`src/rtl/cpu_ctrl_if.sv`:
```
// Control-path bundle between the instruction sequencer and its host/datapath.
// master: host side (drives instruction word, load, start; observes controls).
// slave:  cpu_ctrl side.
interface cpu_ctrl_if;
   logic [15:0] in;
   logic        load;
   logic        s;
   logic        w;
   logic [2:0]  readnum;
   logic [2:0]  writenum;
   logic        write;
   logic [1:0]  vsel;
   logic        loada;
   logic        loadb;
   logic        loadc;
   logic        loads;
   logic        asel;
   logic        bsel;
   logic [1:0]  shift;
   logic [1:0]  ALUop;
   logic [15:0] sximm8;
   logic [15:0] sximm5;

   modport master (
      output in, load, s,
      input  w, readnum, writenum, write, vsel, loada, loadb, loadc, loads,
             asel, bsel, shift, ALUop, sximm8, sximm5
   );

   modport slave (
      input  in, load, s,
      output w, readnum, writenum, write, vsel, loada, loadb, loadc, loads,
             asel, bsel, shift, ALUop, sximm8, sximm5
   );
endinterface

```
`src/rtl/cpu_ctrl.sv`:
```
// Instruction register, decoder and Moore sequencer for the 16-bit
// register/ALU datapath. Optional retired-instruction counter is enabled
// by defining CPU_CTRL_PERF_EN (adds output instr_count).
module cpu_ctrl #(
   parameter logic [15:0] IR_RESET = 16'h0000
) (
   input  logic        clk,
   input  logic        reset,
   cpu_ctrl_if.slave   bus
`ifdef CPU_CTRL_PERF_EN
   ,
   output logic [15:0] instr_count
`endif
);

   typedef enum logic [2:0] {
      S_WAIT, S_DECODE, S_WRITE_IMM, S_GET_A, S_GET_B, S_EXEC, S_WRITE_REG
   } state_t;

   state_t      state_q, state_d;
   logic [15:0] ir_q, ir_d;

   // Instruction fields
   logic [2:0] opcode;
   logic [1:0] op;
   logic [2:0] rn, rd, rm;
   logic [1:0] sh;
   assign opcode = ir_q[15:13];
   assign op     = ir_q[12:11];
   assign rn     = ir_q[10:8];
   assign rd     = ir_q[7:5];
   assign sh     = ir_q[4:3];
   assign rm     = ir_q[2:0];

   logic is_mov_imm, is_mov_reg, is_alu, is_cmp;
   assign is_mov_imm = (opcode == 3'b110) && (op == 2'b10);
   assign is_mov_reg = (opcode == 3'b110) && (op == 2'b00);
   assign is_alu     = (opcode == 3'b101);
   assign is_cmp     = is_alu && (op == 2'b01);

   // Immediates follow IR directly, independent of state
   assign bus.sximm8 = {{8{ir_q[7]}}, ir_q[7:0]};
   assign bus.sximm5 = {{11{ir_q[4]}}, ir_q[4:0]};
   assign bus.w      = (state_q == S_WAIT);

   // State and instruction register update
   always_ff @(posedge clk) begin
      if (reset) begin
         state_q <= S_WAIT;
         ir_q    <= IR_RESET;
      end else begin
         state_q <= state_d;
         ir_q    <= ir_d;
      end
   end

   // IR capture (WAIT only) and next-state selection
   always_comb begin
      ir_d    = ir_q;
      state_d = state_q;
      case (state_q)
         S_WAIT: begin
            if (bus.load) ir_d = bus.in;
            if (bus.s) state_d = S_DECODE;
         end
         S_DECODE: begin
            if (is_mov_imm)      state_d = S_WRITE_IMM;
            else if (is_mov_reg) state_d = S_GET_B;
            else if (is_alu)     state_d = S_GET_A;
            else                 state_d = S_WAIT;
         end
         S_WRITE_IMM: state_d = S_WAIT;
         S_GET_A:     state_d = S_GET_B;
         S_GET_B:     state_d = S_EXEC;
         S_EXEC:      state_d = is_cmp ? S_WAIT : S_WRITE_REG;
         S_WRITE_REG: state_d = S_WAIT;
         default:     state_d = S_WAIT;
      endcase
   end

   // Moore datapath controls; all forced low while reset is held so nothing
   // commits on the reset edge
   always_comb begin
      bus.readnum  = 3'd0;
      bus.writenum = 3'd0;
      bus.write    = 1'b0;
      bus.vsel     = 2'b00;
      bus.loada    = 1'b0;
      bus.loadb    = 1'b0;
      bus.loadc    = 1'b0;
      bus.loads    = 1'b0;
      bus.asel     = 1'b0;
      bus.bsel     = 1'b0;
      bus.shift    = 2'b00;
      bus.ALUop    = 2'b00;
      if (!reset) begin
         case (state_q)
            S_WRITE_IMM: begin
               bus.writenum = rn;
               bus.vsel     = 2'b10;
               bus.write    = 1'b1;
            end
            S_GET_A: begin
               bus.readnum = rn;
               bus.loada   = 1'b1;
            end
            S_GET_B: begin
               bus.readnum = rm;
               bus.loadb   = 1'b1;
            end
            S_EXEC: begin
               bus.shift = sh;
               bus.loadc = 1'b1;
               bus.loads = is_cmp;
               bus.asel  = is_mov_reg;
               bus.ALUop = is_mov_reg ? 2'b00 : op;
            end
            S_WRITE_REG: begin
               bus.writenum = rd;
               bus.vsel     = 2'b00;
               bus.write    = 1'b1;
            end
            default: ;
         endcase
      end
   end

`ifdef CPU_CTRL_PERF_EN
   logic [15:0] cnt_q, cnt_d;
   logic        instr_done;

   // An instruction retires when it leaves its final state
   always_comb begin
      instr_done = (state_q == S_WRITE_IMM) || (state_q == S_WRITE_REG) ||
                   ((state_q == S_EXEC) && is_cmp);
      cnt_d      = instr_done ? cnt_q + 16'd1 : cnt_q;
   end

   // Retired-instruction counter, wraps naturally
   always_ff @(posedge clk) begin
      if (reset) cnt_q <= 16'd0;
      else       cnt_q <= cnt_d;
   end

   assign instr_count = cnt_q;
`endif

endmodule

```
`src/flat_wrapper.sv`:
```
// flat-port wrapper written by rule: the top's interface ports become plain ports
module cpu_ctrl_flat 
#(
   parameter logic [15:0] IR_RESET = 16'h0000
)
  (clk, reset, bus_in, bus_load, bus_s, bus_w, bus_readnum, bus_writenum, bus_write, bus_vsel, bus_loada, bus_loadb, bus_loadc, bus_loads, bus_asel, bus_bsel, bus_shift, bus_ALUop, bus_sximm8, bus_sximm5);
  cpu_ctrl_if bus_i ();
  input  logic clk;
  input  logic reset;
  input wire logic [$bits(bus_i.in)-1:0] bus_in;
  input wire logic [$bits(bus_i.load)-1:0] bus_load;
  input wire logic [$bits(bus_i.s)-1:0] bus_s;
  output wire logic [$bits(bus_i.w)-1:0] bus_w;
  output wire logic [$bits(bus_i.readnum)-1:0] bus_readnum;
  output wire logic [$bits(bus_i.writenum)-1:0] bus_writenum;
  output wire logic [$bits(bus_i.write)-1:0] bus_write;
  output wire logic [$bits(bus_i.vsel)-1:0] bus_vsel;
  output wire logic [$bits(bus_i.loada)-1:0] bus_loada;
  output wire logic [$bits(bus_i.loadb)-1:0] bus_loadb;
  output wire logic [$bits(bus_i.loadc)-1:0] bus_loadc;
  output wire logic [$bits(bus_i.loads)-1:0] bus_loads;
  output wire logic [$bits(bus_i.asel)-1:0] bus_asel;
  output wire logic [$bits(bus_i.bsel)-1:0] bus_bsel;
  output wire logic [$bits(bus_i.shift)-1:0] bus_shift;
  output wire logic [$bits(bus_i.ALUop)-1:0] bus_ALUop;
  output wire logic [$bits(bus_i.sximm8)-1:0] bus_sximm8;
  output wire logic [$bits(bus_i.sximm5)-1:0] bus_sximm5;
  assign bus_i.in = bus_in;
  assign bus_i.load = bus_load;
  assign bus_i.s = bus_s;
  assign bus_w = bus_i.w;
  assign bus_readnum = bus_i.readnum;
  assign bus_writenum = bus_i.writenum;
  assign bus_write = bus_i.write;
  assign bus_vsel = bus_i.vsel;
  assign bus_loada = bus_i.loada;
  assign bus_loadb = bus_i.loadb;
  assign bus_loadc = bus_i.loadc;
  assign bus_loads = bus_i.loads;
  assign bus_asel = bus_i.asel;
  assign bus_bsel = bus_i.bsel;
  assign bus_shift = bus_i.shift;
  assign bus_ALUop = bus_i.ALUop;
  assign bus_sximm8 = bus_i.sximm8;
  assign bus_sximm5 = bus_i.sximm5;
  cpu_ctrl #(.IR_RESET(IR_RESET)) u_core (.clk(clk), .reset(reset), .bus(bus_i));
endmodule
```
`config.mk`:
```
export PLATFORM = sky130hd
export DESIGN_NAME = cpu_ctrl_flat
export DESIGN_NICKNAME = d
export VERILOG_FILES = /design/src/rtl/cpu_ctrl_if.sv /design/src/rtl/cpu_ctrl.sv /design/src/flat_wrapper.sv
export SDC_FILE = /design/constraint.sdc
export NUM_CORES = 1
export LEC_CHECK = 0
export ABC_AREA = 1
export CORE_UTILIZATION = 40
export DETAILED_ROUTE_END_ITERATION = 6
export PLACE_DENSITY = 0.91
export SLEW_MARGIN = 20
export SYNTH_ARGS = -nofsm -noshare
export SYNTH_HDL_FRONTEND = slang
export SYNTH_SLANG_ARGS = --single-unit
```
`constraint.sdc`:
```
create_clock -name clk -period 2.3 [get_ports clk]
set_input_delay 0.46 -clock clk [delete_from_list [all_inputs] [get_ports clk]]
set_output_delay 0.46 -clock clk [all_outputs]
set_load 0.03 [all_outputs]
```
==> metrics.txt, run 1 <==
Critical-path top delay cell=clkdlybuf4s50_1; Post-Syn Area=1390 µm²; post-DP HPWL=2210 µm; num rows=21; Worst Setup SP=reset; CP top delay family=buffers and inverters; Seq/Total Area, Yosys=0.273; Critical Path Max Stage Delay=0.42 ns; Tot Pwr=0.848 mW; antenna violations before repair=0; Worst EP required=1.84 ns; via count=1195; total wire length=2910 µm; placed inst area=1800 µm²; TritonCTS buffer count=3; run status=completed; Setup CP Type=input port to primary output; Vias per Instance=4.46; All-Layer GR Usage=0.160; Hold Path Stages=2; nets=243; final setup fails=0; Max Cap Violations=0; most used cell, CP=buf_4; CTS tree=built; Core Area=3340 µm²; CP Data Arrival Time=1.73 ns; first-pass GRT wire length=4490 µm; Final Cell Area=1830 µm²; initial core utilization=0.418; Boundary Pins=72; Synth Register Bits=19; worst vdd ir=272 µV; DRC viols=0; Clock Skew=0.0133 ns; Ant. Diodes=0; Bufs on Longest Clock Path=2; vias in the first global route=1056; Worst R2R Setup Slack=0.96 ns; H-tree levels=1; final count of pins violating max slew=0; Synth-to-Final Area Change=31.5%; Cells after Synth=186; Die ar.=3720 µm²; # hold bufs at CTS=0; largest net degree at the start of global routing=20; 1st-pass router iterations=4; crit end category=primary output; clock root buffer master=clkbuf_4; GPL Wtd Cong=0.802; 1st-iter DRT viols=15; highest clock rate=456 MHz; IO Port Bufs=69; fill count=314; RSZ-0062 raised after global routing=false; share of cells above drive strength 1=0.270; CP max FO=19; post-route ant nets=0; routed len/inst=10.8 µm; Yosys cell types=23; WP buf/inv=3; P per Cell Area=463 nW/µm²; origin of the critical flop-to-flop path=u_core.state_q[1]$_SDFFE_PP0P_; Startpoint Class=input port; chip width=61.0 µm; Clock Latency Late Sink=0.31 ns; Reg clk slew, reported paths=0.12 ns; HP Start=u_core.ir_q[9]$_SDFFE_PP0P_; final period demand of the worst path=2.19 ns; Pleak=0.734 nW; Worst Hold Class=flop to flop; crit-path cells=clkdlybuf4s50_1 > buf_4 > nor2_2 > nand2_1 > o21ai_0 > buf_4; Stages on worst setup path=6; Post-Route Setup TNS=0 ns; Final period util=0.953; path depth of the worst reg2reg path=7; Yosys warning total=0; die height=61.0 µm; Overflow after GRT=0; final hold violation count=0; clk sinks=19; Avg Cell Area, Syn=7.49 µm²
worst register-to-register path: stages, from the launching register on:
cell	delay [ns]
dfxtp_1	0.38
inv_2	0.08
nand2_4	0.07
nor2_8	0.08
buf_4	0.28
nand2_8	0.17
nand2_2	0.10
a21oi_2	0.05
stage by stage:
stage          utilization  setup WS, ns  instances  hold WS (ns)
3_5_place_dp         0.539         0.126        264         0.457
5_1_grt              0.549        0.0373        268         0.490
4_1_cts              0.548         0.103        268         0.475
3_3_place_gp         0.539         0.181        264         0.452
6_report             0.549         0.108        268         0.475
2_1_floorplan            -       -0.0979        187         0.439
report_power, final:
group | switching (mW) | total (mW) | leakage, nW | internal (mW)
clock network | 0.111 | 0.177 | 0.0139 | 0.0663
registers | 0.0247 | 0.374 | 0.156 | 0.349
logic | 0.171 | 0.297 | 0.563 | 0.126
cells in the final DEF, fill, tap and decap left out, types with 2 or more instances in the layout:
| master | count |
|---|---|
| nor2_1 | 17 |
| nand3_1 | 11 |
| nand3_2 | 9 |
| nor3_1 | 3 |
| buf_4 | 20 |
| dfxtp_1 | 18 |
| nand2_2 | 10 |
| inv_1 | 16 |
| conb_1 | 2 |
| clkdlybuf4s50_1 | 52 |
| nand2_1 | 28 |
| o21ai_0 | 5 |
| a21oi_1 | 9 |
| a21oi_2 | 10 |
| clkbuf_4 | 3 |
flip-flops by register name, summed over array words and instances (netlist names):
name / flops
u_core.ir_q: 16
u_core.state_q: 3
path summary, 6_finish.rpt:
check	endpoint
max	bus_writenum[0]
min	u_core.ir_q[9]$_SDFFE_PP0P_
max reg2reg	u_core.ir_q[2]$_SDFFE_PP0P_
min reg2reg	u_core.ir_q[9]$_SDFFE_PP0P_
layer usage:
metal  GRT usage  share of wire  wire, µm
met5           0              0         0
met4      0.0584         0.0086        25
met3      0.0231          0.044       127
met2       0.295           0.49      1430
met1       0.188           0.46      1330
synth_stat cells:
library cell / count / area share
conb_1: 1 / 0.0027
nor2_1: 18 / 0.048
nand2_2: 10 / 0.045
nor3_1: 3 / 0.011
nor2_8: 1 / 0.014
clkbuf_8: 1 / 0.0099
nand2_1: 28 / 0.075
a21oi_2: 10 / 0.063
nand3_1: 11 / 0.039
nand3_2: 9 / 0.065
a21oi_1: 9 / 0.032
nand2_8: 1 / 0.014
inv_6: 1 / 0.0063
nand2_4: 1 / 0.0081
buf_4: 35 / 0.19
dfxtp_1: 19 / 0.27
buf_8: 1 / 0.011
inv_2: 1 / 0.0027
buf_12: 1 / 0.014
o22ai_1: 1 / 0.0045
buf_2: 3 / 0.011
inv_1: 16 / 0.043
o21ai_0: 5 / 0.018
cell type report:
type,count,area [µm²],share of cell area
timing repair buffer,72,671,0.366
multi-input combinational,109,621,0.339
sequential,19,382,0.208
inverter,18,72.6,0.0396
tap,46,57.6,0.0314
clock buffer,3,22.5,0.0123
clock inverter,1,7.51,0.00410
kinds of logic after synthesis:
group,synth area share
AOI/OAI and AO/OA,0.118
other,0.00269
buffers and inverters,0.286
and+or+nand+nor,0.320
DFF,0.273
what timing repair did:
item | 4_1_cts | 5_1_grt
buffers inserted | 0 | 0
gates resized for setup | 0 | 2
endpoints found under the setup margin | 0 | 5
Note: power is estimated with default switching activity, not from simulation.
==> run 2, diff against run 1 <==
--- a/config.mk
+++ b/config.mk
@@ -9,6 +9,7 @@
 export CORE_UTILIZATION = 40
 export DETAILED_ROUTE_END_ITERATION = 6
 export PLACE_DENSITY = 0.91
+export SKIP_CTS_REPAIR_TIMING = 1
 export SLEW_MARGIN = 20
 export SYNTH_ARGS = -nofsm -noshare
 export SYNTH_HDL_FRONTEND = slang
==> constraint.sdc (replaced) <==
create_clock -name clk -period 2.4 [get_ports clk]
set_input_delay 0.48 -clock clk [delete_from_list [all_inputs] [get_ports clk]]
set_output_delay 0.48 -clock clk [all_outputs]
set_load 0.03 [all_outputs]
==> metrics.txt, run 2 (synthesis results as in run 1) <==
RSZ-0062 raised after global routing=false; Clock Latency Late Sink=0.29 ns (-0.02 ns); Vias per Instance=4.46 (unchanged); via count=1195 (unchanged); final setup fails=0 (unchanged); clock root buffer master=clkbuf_4; initial core utilization=0.418 (unchanged); vias in the first global route=952 (-9.8%); measured slew at the worst slew-check pin=0.539 ns; worst rel slew slack=0.639; area of the multi-input gates=618 µm² (-0.40%); CP max FO=19 (unchanged); crit end category=primary output; total wire length=2810 µm (-3.4%); highest clock rate=451 MHz; All-Layer GR Usage=0.146 (-0.0141); final count of pins violating max slew=0 (unchanged); P per Cell Area=439 nW/µm² (-5.0%); crit path to=bus_writenum[0]; IO Port Bufs=69 (unchanged); Hold Worst Slack=0.474 ns (-0.000520 ns); Pleak=0.734 nW (+0.11%); clk sinks=19 (unchanged); crit-path cells=clkdlybuf4s50_1 > buf_4 > nor2_1 > nand2_1 > o21ai_0 > buf_4; antenna violations before repair=0 (unchanged); Final period util=0.924; Worst Hold Class=flop to flop; post-DP HPWL=2230 µm (+0.97%); Critical R2R Capture=u_core.ir_q[12]$_SDFFE_PP0P_; post-route ant nets=0 (unchanged); biggest regs=u_core.ir_q: 16 flops, u_core.state_q: 3 flops; DRC viols=0 (unchanged); chip width=61.0 µm (unchanged); Boundary Pins=72 (unchanged); fill count=309 (-1.6%); GPL Wtd Cong=0.807 (+0.67%); Clock Skew=0.00462 ns (-0.00865 ns); most frequent cells in the layout=52 x clkdlybuf4s50_1, 28 x nand2_1, 20 x buf_4; final hold violation count=0 (unchanged); Core Area=3340 µm² (unchanged); number of flip-flops in the largest register=16 (unchanged); CTS tree=built; final period demand of the worst path=2.22 ns; num rows=21 (unchanged); 1st-iter DRT viols=15 (unchanged); HP Start=u_core.ir_q[10]$_SDFFE_PP0P_; Die ar.=3720 µm² (unchanged); most used cell, CP=buf_4; Overflow after GRT=0 (unchanged); share of cells above drive strength 1=0.257 (-0.0135); Tot Pwr=0.802 mW (-5.4%); end-of-flow core utilization=0.547 (-0.00225); Max Cap Violations=0 (unchanged); largest net degree at the start of global routing=20 (unchanged); Setup CP Type=input port to primary output; CP Data Arrival Time=1.74 ns (about the same); Reg clk slew, reported paths=0.11 ns (about the same); Ant. Diodes=0 (unchanged); Critical Path Max Stage Delay=0.42 ns (about the same); nets=243 (unchanged); first-pass GRT wire length=4150 µm (-7.4%); register area=380 µm² (-0.33%); Biggest register=u_core.ir_q; die height=61.0 µm (unchanged); Post-Route Setup TNS=0 ns (unchanged); H-tree levels=1 (unchanged); Critical-path top delay cell=clkdlybuf4s50_1; routed len/inst=10.5 µm (-3.4%); worst vdd ir=305 µV (+12%); Worst EP required=1.92 ns (+0.08 ns); 1st-pass router iterations=4 (unchanged); run status=completed; most common cell after layout, fill and taps aside=clkdlybuf4s50_1; TritonCTS buffer count=3 (unchanged); Hold Path Stages=2 (unchanged); Bufs on Longest Clock Path=2 (unchanged); Worst R2R Setup Slack=1.07 ns (+0.11 ns); path depth of the worst reg2reg path=7 (unchanged); origin of the critical flop-to-flop path=u_core.state_q[1]$_SDFFE_PP0P_; Startpoint Class=input port; Worst Setup SP=reset; Synth-to-Final Area Change=31.0%
-- run 2: cell count changes in the layout (fill, tap and decap cells not counted), sizes merged --
cell / delta
clkinvlp: -1
clkbuf: +1
-- run 2: area by class of cell --
| cell class | instances | area share |
|---|---|---|
| flip-flops and latches | 19 | 0.208 |
| clock buffers | 4 | 0.0144 |
| repair buffers | 72 | 0.367 |
| inverters | 18 | 0.0398 |
| multi-input cells | 109 | 0.339 |
| well taps | 46 | 0.0315 |
-- run 2: per-stage QoR --
stage	setup WS (ns)	area [µm²]	cells
after floorplan	-0.0379	1400	187
after global placement	0.239	1800	264
after detailed placement	0.201	1800	264
after CTS	0.178	1830	268
after global routing	0.0500	1830	268
final	0.183	1830	268
-- run 2: how the worst min path moves through the flow --
stage	slack, ns	endpoint
final	0.47	u_core.ir_q[10]$_SDFFE_PP0P_
after global routing	0.49	u_core.ir_q[8]$_SDFFE_PP0P_
after CTS	0.47	u_core.ir_q[8]$_SDFFE_PP0P_
after detailed placement	0.46	u_core.ir_q[8]$_SDFFE_PP0P_
after global placement	0.45	u_core.ir_q[9]$_SDFFE_PP0P_
after floorplan	0.44	u_core.ir_q[10]$_SDFFE_PP0P_
-- run 2: where the power goes --
group	switching [mW]	total [mW]	internal (mW)
registers	0.0234	0.358	0.335
logic	0.162	0.283	0.121
clock network	0.0965	0.161	0.0645
-- run 2: per-layer routing --
metal | up-vias | global-route usage | wire (µm)
met5 | - | 0 | 0
met4 | 0 | 0.0292 | 12
met3 | 2 | 0.0315 | 174
met2 | 40 | 0.256 | 1350
met1 | 530 | 0.185 | 1270
li1 | 623 | - | -
-- run 2: critical path, delay by kind of cell --
kind,cells,cell delay [ns]
AND/OR/NAND/NOR,2,0.26
buffers and inverters,3,0.83
AO/OA/AOI/OAI,1,0.17
==> run 3, diff against run 2 <==
--- a/config.mk
+++ b/config.mk
@@ -9,6 +9,7 @@
 export CORE_UTILIZATION = 40
 export DETAILED_ROUTE_END_ITERATION = 6
 export PLACE_DENSITY = 0.91
+export SETUP_SLACK_MARGIN = 0.4
 export SKIP_CTS_REPAIR_TIMING = 1
 export SLEW_MARGIN = 20
 export SYNTH_ARGS = -nofsm -noshare
==> metrics.txt, run 3 (synthesis results as in run 1) <==
Worst R2R Setup Slack=1.11 ns (+0.04 ns); Max Cap Violations=0 (unchanged); vias in the first global route=940 (-1.3%); M1 WL=1340 µm (+6.0%); Clock Skew=0.00797 ns (+0.00335 ns); Synth-to-Final Area Change=38.5%; highest clock rate=525 MHz (+16%); Worst Setup SP=u_core.state_q[2]$_SDFFE_PP0P_; number of flip-flops in the largest register=16 (unchanged); TritonCTS buffer count=3 (unchanged); clock network fraction of total power=0.202 (about the same); Ant. Diodes=0 (unchanged); largest net degree at the start of global routing=20 (unchanged); routed len/inst=11.5 µm (+9.6%); Die ar.=3720 µm² (unchanged); post-DP HPWL=2390 µm (+7.0%); Startpoint Class=flop; die height=61.0 µm (unchanged); clk sinks=19 (unchanged); Setup CP Type=flop to primary output; P per Cell Area=416 nW/µm² (-5.2%); DRC viols=0 (unchanged); antenna violations before repair=0 (unchanged); Worst EP required=1.92 ns (about the same); nets=244 (+0.41%); Core Area=3340 µm² (unchanged); IO Port Bufs=69 (unchanged); total wire length=3090 µm (+10%); final count of pins violating max slew=0 (unchanged); Worst Hold Class=flop to flop; Pleak=1.12 nW (+52%); final period demand of the worst path=1.91 ns (-0.312 ns); RSZ-0062 raised after global routing=false; Final period util=0.794 (-0.130); Biggest register=u_core.ir_q; via count=1244 (+4.1%); Critical R2R Capture=u_core.ir_q[11]$_SDFFE_PP0P_; clock root buffer master=clkbuf_4; Net Switching=0.286 mW (+1.3%); GPL Wtd Cong=0.830 (+2.8%); share of cells above drive strength 1=0.314 (+0.0571); Hold Worst Slack=0.467 ns (-0.00749 ns); CP Data Arrival Time=1.43 ns (-0.31 ns); met2 routed WL=1410 µm (+4.0%); Tot Pwr=0.804 mW (+0.26%); Overflow after GRT=0 (unchanged); HP Start=u_core.ir_q[10]$_SDFFE_PP0P_; most frequent cells in the layout=28 x clkdlybuf4s50_1, 27 x nand2_1, 24 x dlymetal6s2s_1; Reg clk slew, reported paths=0.10 ns (about the same); final setup fails=0 (unchanged); Clock Latency Late Sink=0.30 ns (about the same); Boundary Pins=72 (unchanged); initial core utilization=0.418 (unchanged); Vias per Instance=4.62 (+3.7%); H-tree levels=1 (unchanged); post-route ant nets=0 (unchanged); chip width=61.0 µm (unchanged); All-Layer GR Usage=0.162 (+0.0160); CTS tree=built; first-pass GRT wire length=4370 µm (+5.3%); DR top layer=met4; Flop pwr share=0.446 (about the same); crit end category=primary output; run status=completed; 1st-pass router iterations=4 (unchanged); switch share=0.355 (+0.00379); worst vdd ir=265 µV (-13%); final hold violation count=0 (unchanged); 1st-iter DRT viols=33 (+18); CP max FO=8 (-11); combinational share of power=0.352 (about the same); num rows=21 (unchanged); Bufs on Longest Clock Path=2 (unchanged); crit path to=bus_readnum[2]; pre-CTS setup slack=0.198 ns (-0.00267 ns); Met3 Wirelength=273 µm (+57%); origin of the critical flop-to-flop path=u_core.state_q[1]$_SDFFE_PP0P_; biggest regs=u_core.ir_q: 16 flops, u_core.state_q: 3 flops; Post-Route Setup TNS=0 ns (unchanged); path depth of the worst reg2reg path=7 (unchanged); most common cell after layout, fill and taps aside=clkdlybuf4s50_1; Internal Power=0.518 mW (-0.32%); post-route setup slack=0.495 ns (+0.312 ns)
run 3: cell types whose count changed in the layout (fill, tap and decap cells not counted), moves of 2 or more:
cell,delta
o21ai_0,-5
o21ai_1,+3
dfxtp_2,+3
nor2_2,+3
dfxtp_1,-4
nor2_1,-3
o21ai_2,+2
clkdlybuf4s50_1,-24
inv_2,+2
dlymetal6s2s_1,+24
inv_1,-2
run 3: area by class of cell:
cell class,count,area (µm²)
timing repair buffer,73,751
clock buffer,4,26.3
inverter,18,72.6
tap,46,57.6
multi-input combinational,109,636
sequential,19,388
fill,309,1410
run 3: how the worst min path moves through the flow:
stage | to | depth (start not counted) | slack (ns)
after detailed placement | u_core.ir_q[10]$_SDFFE_PP0P_ | 2 | 0.46
after CTS | u_core.ir_q[10]$_SDFFE_PP0P_ | 2 | 0.47
after global routing | u_core.ir_q[8]$_SDFFE_PP0P_ | 2 | 0.50
after global placement | u_core.ir_q[8]$_SDFFE_PP0P_ | 2 | 0.45
final | u_core.ir_q[10]$_SDFFE_PP0P_ | 2 | 0.47
after floorplan | u_core.ir_q[10]$_SDFFE_PP0P_ | 2 | 0.44
run 3: power groups by stage:
stage               Clock [mW]  Combinational, mW  Sequential [mW]
finish                   0.162              0.283            0.358
global route             0.178              0.300            0.362
CTS                      0.161              0.288            0.360
detailed placement           0              0.287            0.367
global placement             0              0.284            0.367
floorplan                    0              0.232            0.361
run 3: critical path, cell delays in order (launching register included):
cell,delay [ns]
dfxtp_4,0.43
inv_1,0.09
nor2_2,0.12
nand2_1,0.07
inv_2,0.08
nand2_1,0.06
o21ai_1,0.10
buf_4,0.18
run 3: routing by layer:
metal  vias to the layer above  global-route usage
met5                         -                   0
met4                         0              0.0779
met3                         7              0.0315
met2                        58               0.262
met1                       552               0.208
li1                        627                   -
run 3: stage by stage:
step / utilization / std cells / area [µm²]
3_5_place_dp: 0.546 / 264 / 1820
2_1_floorplan: - / 187 / 1410
5_1_grt: 0.579 / 269 / 1930
6_report: 0.579 / 269 / 1930
3_3_place_gp: 0.546 / 264 / 1820
4_1_cts: 0.554 / 268 / 1850
